**src/rtl/addsub_pipe_if.sv**
```systemverilog
// Valid/ready operand and result bundle for addsub_pipe.
// The slave side is the arithmetic block; the master side is the upstream/downstream environment.
interface addsub_pipe_if #(
  parameter int P_DATA_SIZE = 16
);
  logic                   i_vld;
  logic                   o_rdy;
  logic [P_DATA_SIZE-1:0] i_a;
  logic [P_DATA_SIZE-1:0] i_b;
  logic                   i_c;
  logic                   i_sub;
  logic                   o_vld;
  logic                   i_rdy;
  logic [P_DATA_SIZE:0]   o_s;

  modport slave (
    input  i_vld, i_a, i_b, i_c, i_sub, i_rdy,
    output o_rdy, o_vld, o_s
  );

  modport master (
    output i_vld, i_a, i_b, i_c, i_sub, i_rdy,
    input  o_rdy, o_vld, o_s
  );
endinterface

```
**src/rtl/addsub_pipe.sv**
```systemverilog
// Pipelined add-with-carry / subtract-with-borrow with a segmented carry chain and
// valid/ready flow control whose bubbles collapse under backpressure.
module addsub_pipe #(
  parameter int P_DATA_SIZE = 16,
  parameter int P_NUM_PIPE  = 2,
  parameter int P_IN_REG    = 0,
  parameter int P_OUT_REG   = 0,
  parameter int P_SIGNED    = 1
) (
  input logic          i_clk,
  input logic          i_rst_n,
  addsub_pipe_if.slave io
);
  localparam int N = P_DATA_SIZE;
  localparam int M = N + 1;
  localparam int L = P_IN_REG + P_NUM_PIPE + P_OUT_REG;
  localparam int W = (N + P_NUM_PIPE) / (P_NUM_PIPE + 1);
  localparam logic [M:0] ONE = {{M{1'b0}}, 1'b1};

  // One in-flight transaction: extended operands (B already conditioned for sub),
  // the low result bits finished so far, and the carry into the next segment.
  typedef struct packed {
    logic [M-1:0] a;
    logic [M-1:0] b;
    logic [M-1:0] s;
    logic         cy;
  } pay_t;

  // Segment k covers bits [lo, hi); the last one runs to the extension bit. With a
  // coarse W, middle segments may be empty and the carry then lands directly at hi.
  function automatic pay_t seg_add(input pay_t p, input int k);
    pay_t       r;
    int         lo;
    int         hi;
    logic [M:0] mask;
    logic [M:0] sum;
    lo   = (k * W < M) ? k * W : M;
    hi   = (k == P_NUM_PIPE || (k + 1) * W >= M) ? M : (k + 1) * W;
    mask = ((ONE << hi) - ONE) ^ ((ONE << lo) - ONE);
    sum  = ({1'b0, p.a} & mask) + ({1'b0, p.b} & mask) + ({{M{1'b0}}, p.cy} << lo);
    r    = p;
    r.s  = p.s | (sum[M-1:0] & mask[M-1:0]);
    r.cy = |(sum & (ONE << hi));
    return r;
  endfunction

  function automatic logic [M-1:0] seg_s(input pay_t p, input int k);
    pay_t r;
    r = seg_add(p, k);
    return r.s;
  endfunction

  pay_t         prep;
  pay_t         pipe [0:L];
  logic [M-1:0] a_ext;
  logic [M-1:0] b_ext;

  // Subtraction is A + ~B + (1 - C), so the borrow-in becomes an inverted carry-in.
  always_comb begin
    a_ext     = (P_SIGNED != 0) ? {io.i_a[N-1], io.i_a} : {1'b0, io.i_a};
    b_ext     = (P_SIGNED != 0) ? {io.i_b[N-1], io.i_b} : {1'b0, io.i_b};
    prep.a    = a_ext;
    prep.b    = io.i_sub ? ~b_ext : b_ext;
    prep.s    = '0;
    prep.cy   = io.i_c ^ io.i_sub;
  end

  assign pipe[0]  = prep;
  assign io.o_s   = (P_OUT_REG != 0) ? pipe[L].s : seg_s(pipe[L], P_NUM_PIPE);

  if (L == 0) begin : g_comb
    assign io.o_vld = io.i_vld;
    assign io.o_rdy = io.i_rdy;
  end else begin : g_pipe
    logic [L-1:0] vld;
    logic [L-1:0] en;
    logic         nxt;

    // NOTE: every variable written here gets a value before any branch or loop can
    // skip it; otherwise the tool infers a latch to hold the old value.
    always_comb begin
      en  = '0;
      nxt = io.i_rdy;
      for (int j = L - 1; j >= 0; j--) begin
        en[j] = !vld[j] || nxt;
        nxt   = en[j];
      end
    end

    for (genvar j = 0; j < L; j++) begin : g_stage
      logic vld_d;
      logic vld_q;
      pay_t dat_d;
      pay_t dat_q;

      if (j == 0) begin : g_head
        assign vld_d = io.i_vld;
      end else begin : g_body
        assign vld_d = vld[j-1];
      end

      if (j < P_IN_REG) begin : g_in
        assign dat_d = pipe[j];
      end else begin : g_seg
        assign dat_d = seg_add(pipe[j], j - P_IN_REG);
      end

      // NOTE: sequential state uses non-blocking assignments so every stage samples
      // its predecessor's pre-edge value. Data registers are reset too, so o_s reads
      // zero while i_rst_n is low rather than stale in-flight data.
      always_ff @(posedge i_clk or negedge i_rst_n) begin
        if (!i_rst_n) begin
          vld_q <= 1'b0;
          dat_q <= '0;
        end else if (en[j]) begin
          vld_q <= vld_d;
          if (vld_d) dat_q <= dat_d;
        end
      end

      assign vld[j]      = vld_q;
      assign pipe[j + 1] = dat_q;
    end

    assign io.o_vld = vld[L-1];
    assign io.o_rdy = en[0];
  end
endmodule
```
**src/flat_wrapper.sv**
```systemverilog
// flat-port wrapper written by rule: the top's interface ports become plain ports
module addsub_pipe_flat 
#(
  parameter int P_DATA_SIZE = 16,
  parameter int P_NUM_PIPE  = 2,
  parameter int P_IN_REG    = 0,
  parameter int P_OUT_REG   = 0,
  parameter int P_SIGNED    = 1
)
  (i_clk, i_rst_n, io_i_vld, io_i_a, io_i_b, io_i_c, io_i_sub, io_i_rdy, io_o_rdy, io_o_vld, io_o_s);
  addsub_pipe_if #(.P_DATA_SIZE(P_DATA_SIZE)) io_i ();
  input logic i_clk;
  input logic i_rst_n;
  input wire logic [$bits(io_i.i_vld)-1:0] io_i_vld;
  input wire logic [$bits(io_i.i_a)-1:0] io_i_a;
  input wire logic [$bits(io_i.i_b)-1:0] io_i_b;
  input wire logic [$bits(io_i.i_c)-1:0] io_i_c;
  input wire logic [$bits(io_i.i_sub)-1:0] io_i_sub;
  input wire logic [$bits(io_i.i_rdy)-1:0] io_i_rdy;
  output wire logic [$bits(io_i.o_rdy)-1:0] io_o_rdy;
  output wire logic [$bits(io_i.o_vld)-1:0] io_o_vld;
  output wire logic [$bits(io_i.o_s)-1:0] io_o_s;
  assign io_i.i_vld = io_i_vld;
  assign io_i.i_a = io_i_a;
  assign io_i.i_b = io_i_b;
  assign io_i.i_c = io_i_c;
  assign io_i.i_sub = io_i_sub;
  assign io_i.i_rdy = io_i_rdy;
  assign io_o_rdy = io_i.o_rdy;
  assign io_o_vld = io_i.o_vld;
  assign io_o_s = io_i.o_s;
  addsub_pipe #(.P_DATA_SIZE(P_DATA_SIZE), .P_NUM_PIPE(P_NUM_PIPE), .P_IN_REG(P_IN_REG), .P_OUT_REG(P_OUT_REG), .P_SIGNED(P_SIGNED)) u_core (.i_clk(i_clk), .i_rst_n(i_rst_n), .io(io_i));
endmodule
```
**config.mk**
```make
export PLATFORM = sky130hd
export DESIGN_NAME = addsub_pipe_flat
export DESIGN_NICKNAME = d
export VERILOG_FILES = /design/src/rtl/addsub_pipe_if.sv /design/src/rtl/addsub_pipe.sv /design/src/flat_wrapper.sv
export SDC_FILE = /design/constraint.sdc
export NUM_CORES = 1
export LEC_CHECK = 0
export CAP_MARGIN = 25
export CORE_AREA = 3 3 75 77
export CTS_BUF_LIST = sky130_fd_sc_hd__clkbuf_4 sky130_fd_sc_hd__clkbuf_8
export DETAILED_ROUTE_END_ITERATION = 12
export DIE_AREA = 0 0 78 80
export PLACE_DENSITY = 0.83
export SLEW_MARGIN = 15
export SYNTH_ARGS = -nofsm -noshare
export SYNTH_HDL_FRONTEND = slang
export SYNTH_SLANG_ARGS = --single-unit
```
**constraint.sdc**
```tcl
create_clock -name i_clk -period 4.22 [get_ports i_clk]
set_input_delay 0.633 -clock i_clk [delete_from_list [all_inputs] [get_ports i_clk]]
set_output_delay 0.633 -clock i_clk [all_outputs]
set_load 0.01 [all_outputs]
```
==> flow_summary.json, run 1 <==
{
  "cts_tree": "built",
  "synthesis.area_um2": 2880,
  "cts_root_buf": "clkbuf_8",
  "dr_pass1_iterations": 4,
  "number_of_i_o_pins": 57,
  "post-route-period-util_pct": 73.2,
  "critical_path.reg2reg.startpoint": "u_core.g_pipe.g_stage[0].dat_q[0]",
  "crit_path_start": "u_core.g_pipe.g_stage[1].dat_q[0]",
  "buffer_ports.inserted": 56,
  "asyncSetResetFlopFracSynth_pct": 100,
  "multi_input_comb_area_um2": 1390,
  "timing_max_transition_violations_final": 0,
  "fp.dieArea_um2": 6240,
  "hold_buffers": 0,
  "rsz0062_at_grt": "false",
  "yosysSeqAreaShare_pct": 43.5,
  "post-route-min-period_ns": 3.09,
  "routedWlPerCell_um": 14.1,
  "ys_ff_latch": 50,
  "start_util_pct": 56.7,
  "total_via_count_in_the_routed_design": 1786,
  "final.setup_skew_ns": 0.0124,
  "nFillCells": 390,
  "cts_inserted_buffers": 5,
  "detail_route.vias_per_cell": 5.03,
  "cts_buffer_depth": 2,
  "critPathSlowestCell": "clkdlybuf4s50_1",
  "vdd_drop_max_v": 0.000265,
  "synth-warning-count": 0,
  "synthMostInstantiatedCell": "dfrtp_1",
  "area.growth.synth_to_final_pct": 21.2,
  "grt.overflow.total": 0,
  "drv_cap": 0,
  "antenna_fix_cells": 0,
  "synth_nets": 304,
  "dominantRegCellSynth": "dfrtp_1",
  "fp.coreArea_um2": 5070,
  "end_kind": "output port",
  "cts-resized-gates": 0,
  "grt_antenna_before_repair": 0,
  "clock_insertion_delay_worst_skew_ns": 0.30,
  "rows": 26,
  "fin_tns_setup_ns": 0,
  "max-slew-margin-rel_pct": 42.5,
  "achievable_frequency_mhz": 324,
  "netlist_top_cells_area": "dfrtp_1 (43%), mux2_4 (9.9%), ha_1 (9.1%), fa_1 (4.2%), buf_4 (3.7%)",
  "placed_cells": 347,
  "die_span_y_um": 80,
  "register_area_um2": 1250,
  "finalSetupViolations": 0,
  "detailed_place_hpwl_mm": 3.82,
  "grt_max_degree": 44,
  "tritoncts_num_sinks": 50,
  "critPathMostFrequentCell": "inv_1",
  "post_route_cells_drive_above_1_share_pct": 14.4,
  "grt_use_total_pct": 17.9,
  "power_density_over_cell_area_nw_per_um2": 493,
  "detail_route.iter0.violations": 67,
  "worstPathCellList": "inv_1, fa_1, inv_1, ha_1, inv_1, fa_1, xnor2_1, clkdlybuf4s50_1",
  "yosysTopAreaCell": "dfrtp_1",
  "worst-endpoint-required_ns": 3.59,
  "num-nets-final": 349,
  "cp_max_fo": 2,
  "fin_cells": 355,
  "grt_first_pass_wirelength_mm": 8.76,
  "clock_tree.htree_level_count": 2,
  "fraction_of_post_synthesis_cell_area_in_the_top_cell_type_by_area_pct": 43.5,
  "post_synth.cell_area_avg_um2": 12.0,
  "gp_congestion": 0.807,
  "hp-class": "in -> async",
  "worstSetupStartpointType": "flip-flop",
  "worstSetupPathType": "reg -> out",
  "worst_path_largest_cell_delay_ns": 0.55,
  "die_width_um": 78,
  "detail_route.drc_violations": 0,
  "postRouteAntennaNets": 0,
  "timing_hold_violations_final": 0,
  "grt_pass1_vias": 1943,
  "syn_inst": 239,
  "outcome": "completed",
  "synth.lib_cells_used.distinct": 33,
  "synth_common_cells": "dfrtp_1 (50), ha_1 (21), inv_1 (20)",
  "crit_arrival_ns": 2.46,
  "routed_wl_mm": 4.99,
  "clk_transition_reported_paths_ns": 0.09,
  "worstMarginPinSlew_ns": 0.860,
  "count_of_flip_flops_with_a_built_in_enable_after_synthesis": 0,
  "buffer_count_from_post_cts_setup_fixing": 0,
  "p_leak_nw": 1.64
}
==> registers in the layout (all words and copies together), names as in the netlist <==
name,flops
u_core.io.o_vld,1
u_core.g_pipe.g_stage.dat_q,48
u_core.g_pipe.g_stage.vld_q,1
==> worst max-delay path, delay by kind of cell, from the launching register on <==
| kind | cells | cell delay, ns |
|---|---|---|
| xor gates and xnor gates | 1 | 0.16 |
| adders and majority gates | 3 | 0.94 |
| buffers and inverters | 4 | 0.73 |
| DFF | 1 | 0.35 |
==> path summary, 6_finish.rpt <==
path / cells past startpoint / to / slack [ns]
setup reg to reg: 10 / u_core.g_pipe.g_stage[1].dat_q[12] / 2.06
hold / removal: 1 / u_core.g_pipe.g_stage[1].dat_q[7] / 0.34
hold reg to reg: 2 / u_core.g_pipe.g_stage[0].dat_q[30] / 0.48
setup / recovery: 8 / io_o_s[15] / 1.13
max in group asynchronous: 2 / u_core.g_pipe.g_stage[0].dat_q[29] / 3.33
min in group i_clk: 2 / u_core.g_pipe.g_stage[0].dat_q[30] / 0.48
==> cell families (layout without fill, tap and decap cells) <==
family	Yosys count	in the layout	synth area share, %
DFF	50	50	43.5
AOI/OAI and AO/OA	42	42	9.27
buffers and inverters	40	86	8.26
and+or+nand+nor	30	30	5.61
adders and majority gates	27	27	13.3
muxes	27	27	13.0
xor gates and xnor gates	23	23	7.00
==> report_power, final <==
group / internal [W] / switching (W) / leakage (nW) / total (W)
logic: 0.000441 / 0.000314 / 0.999 / 0.000755
clock network: 0.000132 / 0.000155 / 0.0472 / 0.000287
registers: 0.000605 / 0.0000716 / 0.597 / 0.000677
total: 0.00118 / 0.000540 / 1.64 / 0.00172
==> area by class of cell <==
class | count | area share (%)
multi-input combinational | 149 | 39.8
inverter | 20 | 2.15
tap | 70 | 2.51
timing repair buffer | 58 | 16.9
clock buffer | 6 | 2.37
clock inverter | 2 | 0.359
sequential | 50 | 35.9
==> per-layer routing <==
metal | track usage [%] | part of all wire (%) | vias up
li1 | - | - | 881
met4 | 7.17 | 3.0 | 0
met2 | 31.3 | 50 | 44
met5 | 0 | 0 | -
met3 | 4.06 | 4.4 | 13
met1 | 21.3 | 43 | 848
==> layout by cell type, fill, tap and decap left out <==
master,instances
a31oi_1,1
clkdlybuf4s50_1,55
o21ai_4,1
fa_1,6
a211o_1,1
nand2b_1,1
nor2b_1,1
o31ai_1,3
xor2_1,12
buf_2,1
nand2_4,1
xnor2_1,11
and3b_1,1
clkinv_2,1
nand2_1,18
o21bai_1,1
nand4_1,2
a21o_1,6
clkbuf_8,6
and4b_1,1
dfrtp_1,50
nor2_1,3
a211oi_1,3
ha_1,21
nor3b_1,1
buf_4,1
clkinvlp_4,1
a22oi_1,1
a21boi_0,2
mux2_2,8
inv_1,20
o21ai_0,18
a21oi_1,5
nand3b_4,1
mux2_4,19
buf_16,1
==> metrics by stage <==
stage	instance area, um2	power [W]	hold WS (ns)	util, %	setup WS (ns)
finish	3490	0.00172	0.340	68.7	1.13
global route	3490	0.00185	0.395	68.7	0.993
CTS	3490	0.00174	0.366	68.7	1.10
detailed placement	3390	0.00145	0.467	66.8	0.947
global placement	3360	0.00141	0.457	66.3	1.05
floorplan	2880	0.00119	0.337	-	1.59
(Power assumes the default switching activity.)
==> run 2: changes to the inputs <==
--- a/config.mk
+++ b/config.mk
@@ -6,11 +6,11 @@
 export NUM_CORES = 1
 export LEC_CHECK = 0
 export CAP_MARGIN = 25
-export CORE_AREA = 3 3 75 77
+export CORE_AREA = 3 3 82 84
 export CTS_BUF_LIST = sky130_fd_sc_hd__clkbuf_4 sky130_fd_sc_hd__clkbuf_8
 export DETAILED_ROUTE_END_ITERATION = 12
-export DIE_AREA = 0 0 78 80
-export PLACE_DENSITY = 0.83
+export DIE_AREA = 0 0 85 87
+export PLACE_DENSITY = 0.73
 export SLEW_MARGIN = 15
 export SYNTH_ARGS = -nofsm -noshare
 export SYNTH_HDL_FRONTEND = slang
==> constraint.sdc (replaced) <==
create_clock -name i_clk -period 2.5 [get_ports i_clk]
set_input_delay 0.375 -clock i_clk [delete_from_list [all_inputs] [get_ports i_clk]]
set_output_delay 0.375 -clock i_clk [all_outputs]
set_load 0.01 [all_outputs]
==> run 2 against run 1 <==
Global-route usage down 3.6 points. Utilization down 9.9 points. Critical path depth stayed put. Clock skew fell by 0.010 ns. Clock power is 54% higher. Via count grew 0.56%. Largest cell class unchanged. Combinational power rose by 66%. Sequential power is 70% higher. Non-clock buffer count increased by 10. Worst setup slack got worse by 0.99 ns. Final area grew 1.1%.
==> flow_summary.json, run 2 (same netlist as run 1, synthesis figures left out) <==
{
  "die_width_um": 85,
  "worstMarginPinSlew_ns": 0.570,
  "vdd_drop_max_v": 0.000439,
  "layout_commonest_cell": "clkdlybuf4s50_1",
  "critPathMostFrequentCell": "fa_1",
  "worst_hold_slack_ns": 0.0782,
  "cts_tree": "built",
  "detail_route.vias_per_cell": 4.88,
  "grt_max_degree": 27,
  "timing_hold_violations_final": 0,
  "critPathSlowestCell": "clkdlybuf4s50_1",
  "fin_cells": 368,
  "end_kind": "flip-flop",
  "post-route-min-period_ns": 2.36,
  "max-slew-margin-rel_pct": 62.0,
  "routed_wl_mm": 4.91,
  "placed_cells": 361,
  "routedWlPerCell_um": 13.3,
  "most_utilized_layer_in_the_global_route_result": "met2",
  "worstSetupStartpointType": "input port",
  "fp.dieArea_um2": 7400,
  "grt.overflow.total": 0,
  "total_via_count_in_the_routed_design": 1796,
  "die_span_y_um": 87,
  "tritoncts_num_sinks": 50,
  "power_density_over_cell_area_nw_per_um2": 804,
  "worst_path_largest_cell_delay_ns": 0.51,
  "cts_root_buf": "clkbuf_8",
  "buffer_ports.inserted": 56,
  "p_leak_nw": 1.68,
  "dr_pass1_iterations": 4,
  "postLayoutSetupSlackWorst_ns": 0.137,
  "outcome": "completed",
  "fp.coreArea_um2": 5990,
  "postRouteAntennaNets": 0,
  "worstSetupPathType": "in -> reg",
  "detail_route.drc_violations": 0,
  "area.growth.synth_to_final_pct": 22.6,
  "worst-endpoint-required_ns": 2.66,
  "rows": 28,
  "grt.met2_usage_pct": 26.3,
  "detailed_place_hpwl_mm": 3.93,
  "critPathBufInv": 1,
  "number_of_i_o_pins": 57,
  "clock_insertion_delay_worst_skew_ns": 0.28,
  "grt_util_met3_pct": 1.99,
  "rsz0062_at_grt": "false",
  "clock_tree.htree_level_count": 2,
  "post_route_cells_drive_above_1_share_pct": 18.8,
  "final.setup_skew_ns": 0.00206,
  "grt_pass1_vias": 1862,
  "start_util_pct": 48.0,
  "num-nets-final": 359,
  "cp_max_fo": 4,
  "grt_antenna_before_repair": 0,
  "detail_route.iter0.violations": 43,
  "clk_transition_reported_paths_ns": 0.08,
  "crit_family": "adder cells",
  "nFillCells": 519,
  "achievable_frequency_mhz": 423,
  "crit_arrival_ns": 2.53,
  "most-common-layout-cells": "clkdlybuf4s50_1 (52), dfrtp_1 (50), ha_1 (20)",
  "worstPathCellList": "clkdlybuf4s50_1, xor2_1, fa_1, fa_1, a211oi_1, nor2_1, o21ai_0, a22oi_1",
  "cts_buffer_depth": 2,
  "groute.layer.met1.usage_pct": 17.4,
  "cts_inserted_buffers": 5,
  "grt_use_total_pct": 14.3,
  "post-route-period-util_pct": 94.5,
  "pre_cts_slack_ns": -0.155,
  "max_flop_register": "u_core.g_pipe.g_stage.dat_q",
  "total_power_w": 0.00284,
  "grt_first_pass_wirelength_mm": 8.45,
  "hp-class": "in -> async",
  "finalSetupViolations": 0,
  "antenna_fix_cells": 0,
  "gp_congestion": 0.812,
  "drv_cap": 0,
  "fin_tns_setup_ns": 0,
  "largest_register_ffs": 48,
  "timing_max_transition_violations_final": 0
}
==> run 2: layer usage <==
| layer | vias up | part of all wire (%) |
|---|---|---|
| met5 | - | 0 |
| met4 | 0 | 0.88 |
| met3 | 2 | 3.9 |
| met2 | 38 | 52 |
| met1 | 853 | 44 |
| li1 | 903 | - |
==> run 2: final cells by class <==
type	count	area, um2	area share, %
inverter	20	75.1	2.13
clock buffer	6	82.6	2.34
timing repair buffer	68	631	17.9
multi-input combinational	149	1390	39.5
sequential	50	1250	35.5
tap	75	93.8	2.66
==> run 2: path summary, 6_finish.rpt <==
check	startpoint	endpoint	slack, ns	cells past startpoint
min	i_rst_n	u_core.g_pipe.g_stage[1].dat_q[47]	0.08	1
max in group asynchronous	i_rst_n	u_core.g_pipe.g_stage[1].dat_q[12]	1.69	2
max	io_i_sub	u_core.g_pipe.g_stage[0].dat_q[0]	0.14	8
max reg2reg	u_core.g_pipe.g_stage[0].dat_q[0]	u_core.g_pipe.g_stage[1].dat_q[12]	0.38	10
min reg2reg	u_core.g_pipe.g_stage[0].dat_q[31]	u_core.g_pipe.g_stage[0].dat_q[31]	0.48	2
min in group i_clk	u_core.g_pipe.g_stage[0].dat_q[31]	u_core.g_pipe.g_stage[0].dat_q[31]	0.48	2
==> run 2: repair_timing <==
action / in CTS / in global routing
pin swaps: 0 / 1
setup endpoints to repair: 3 / 3
buffers inserted: 0 / 1
gates resized for setup: 9 / 5
hold buffers: 0 / 0
==> run 2: power by group <==
part | internal [W] | switching (W)
registers | 0.00102 | 0.000124
clock network | 0.000214 | 0.000230
logic | 0.000720 | 0.000527
total | 0.00196 | 0.000881
==> run 2: metrics by stage <==
step	utilization, %	instance area, um2
after floorplan	-	2880
after global placement	57.5	3450
after detailed placement	57.5	3450
after CTS	59.0	3530
after global routing	58.9	3530
final	58.9	3530
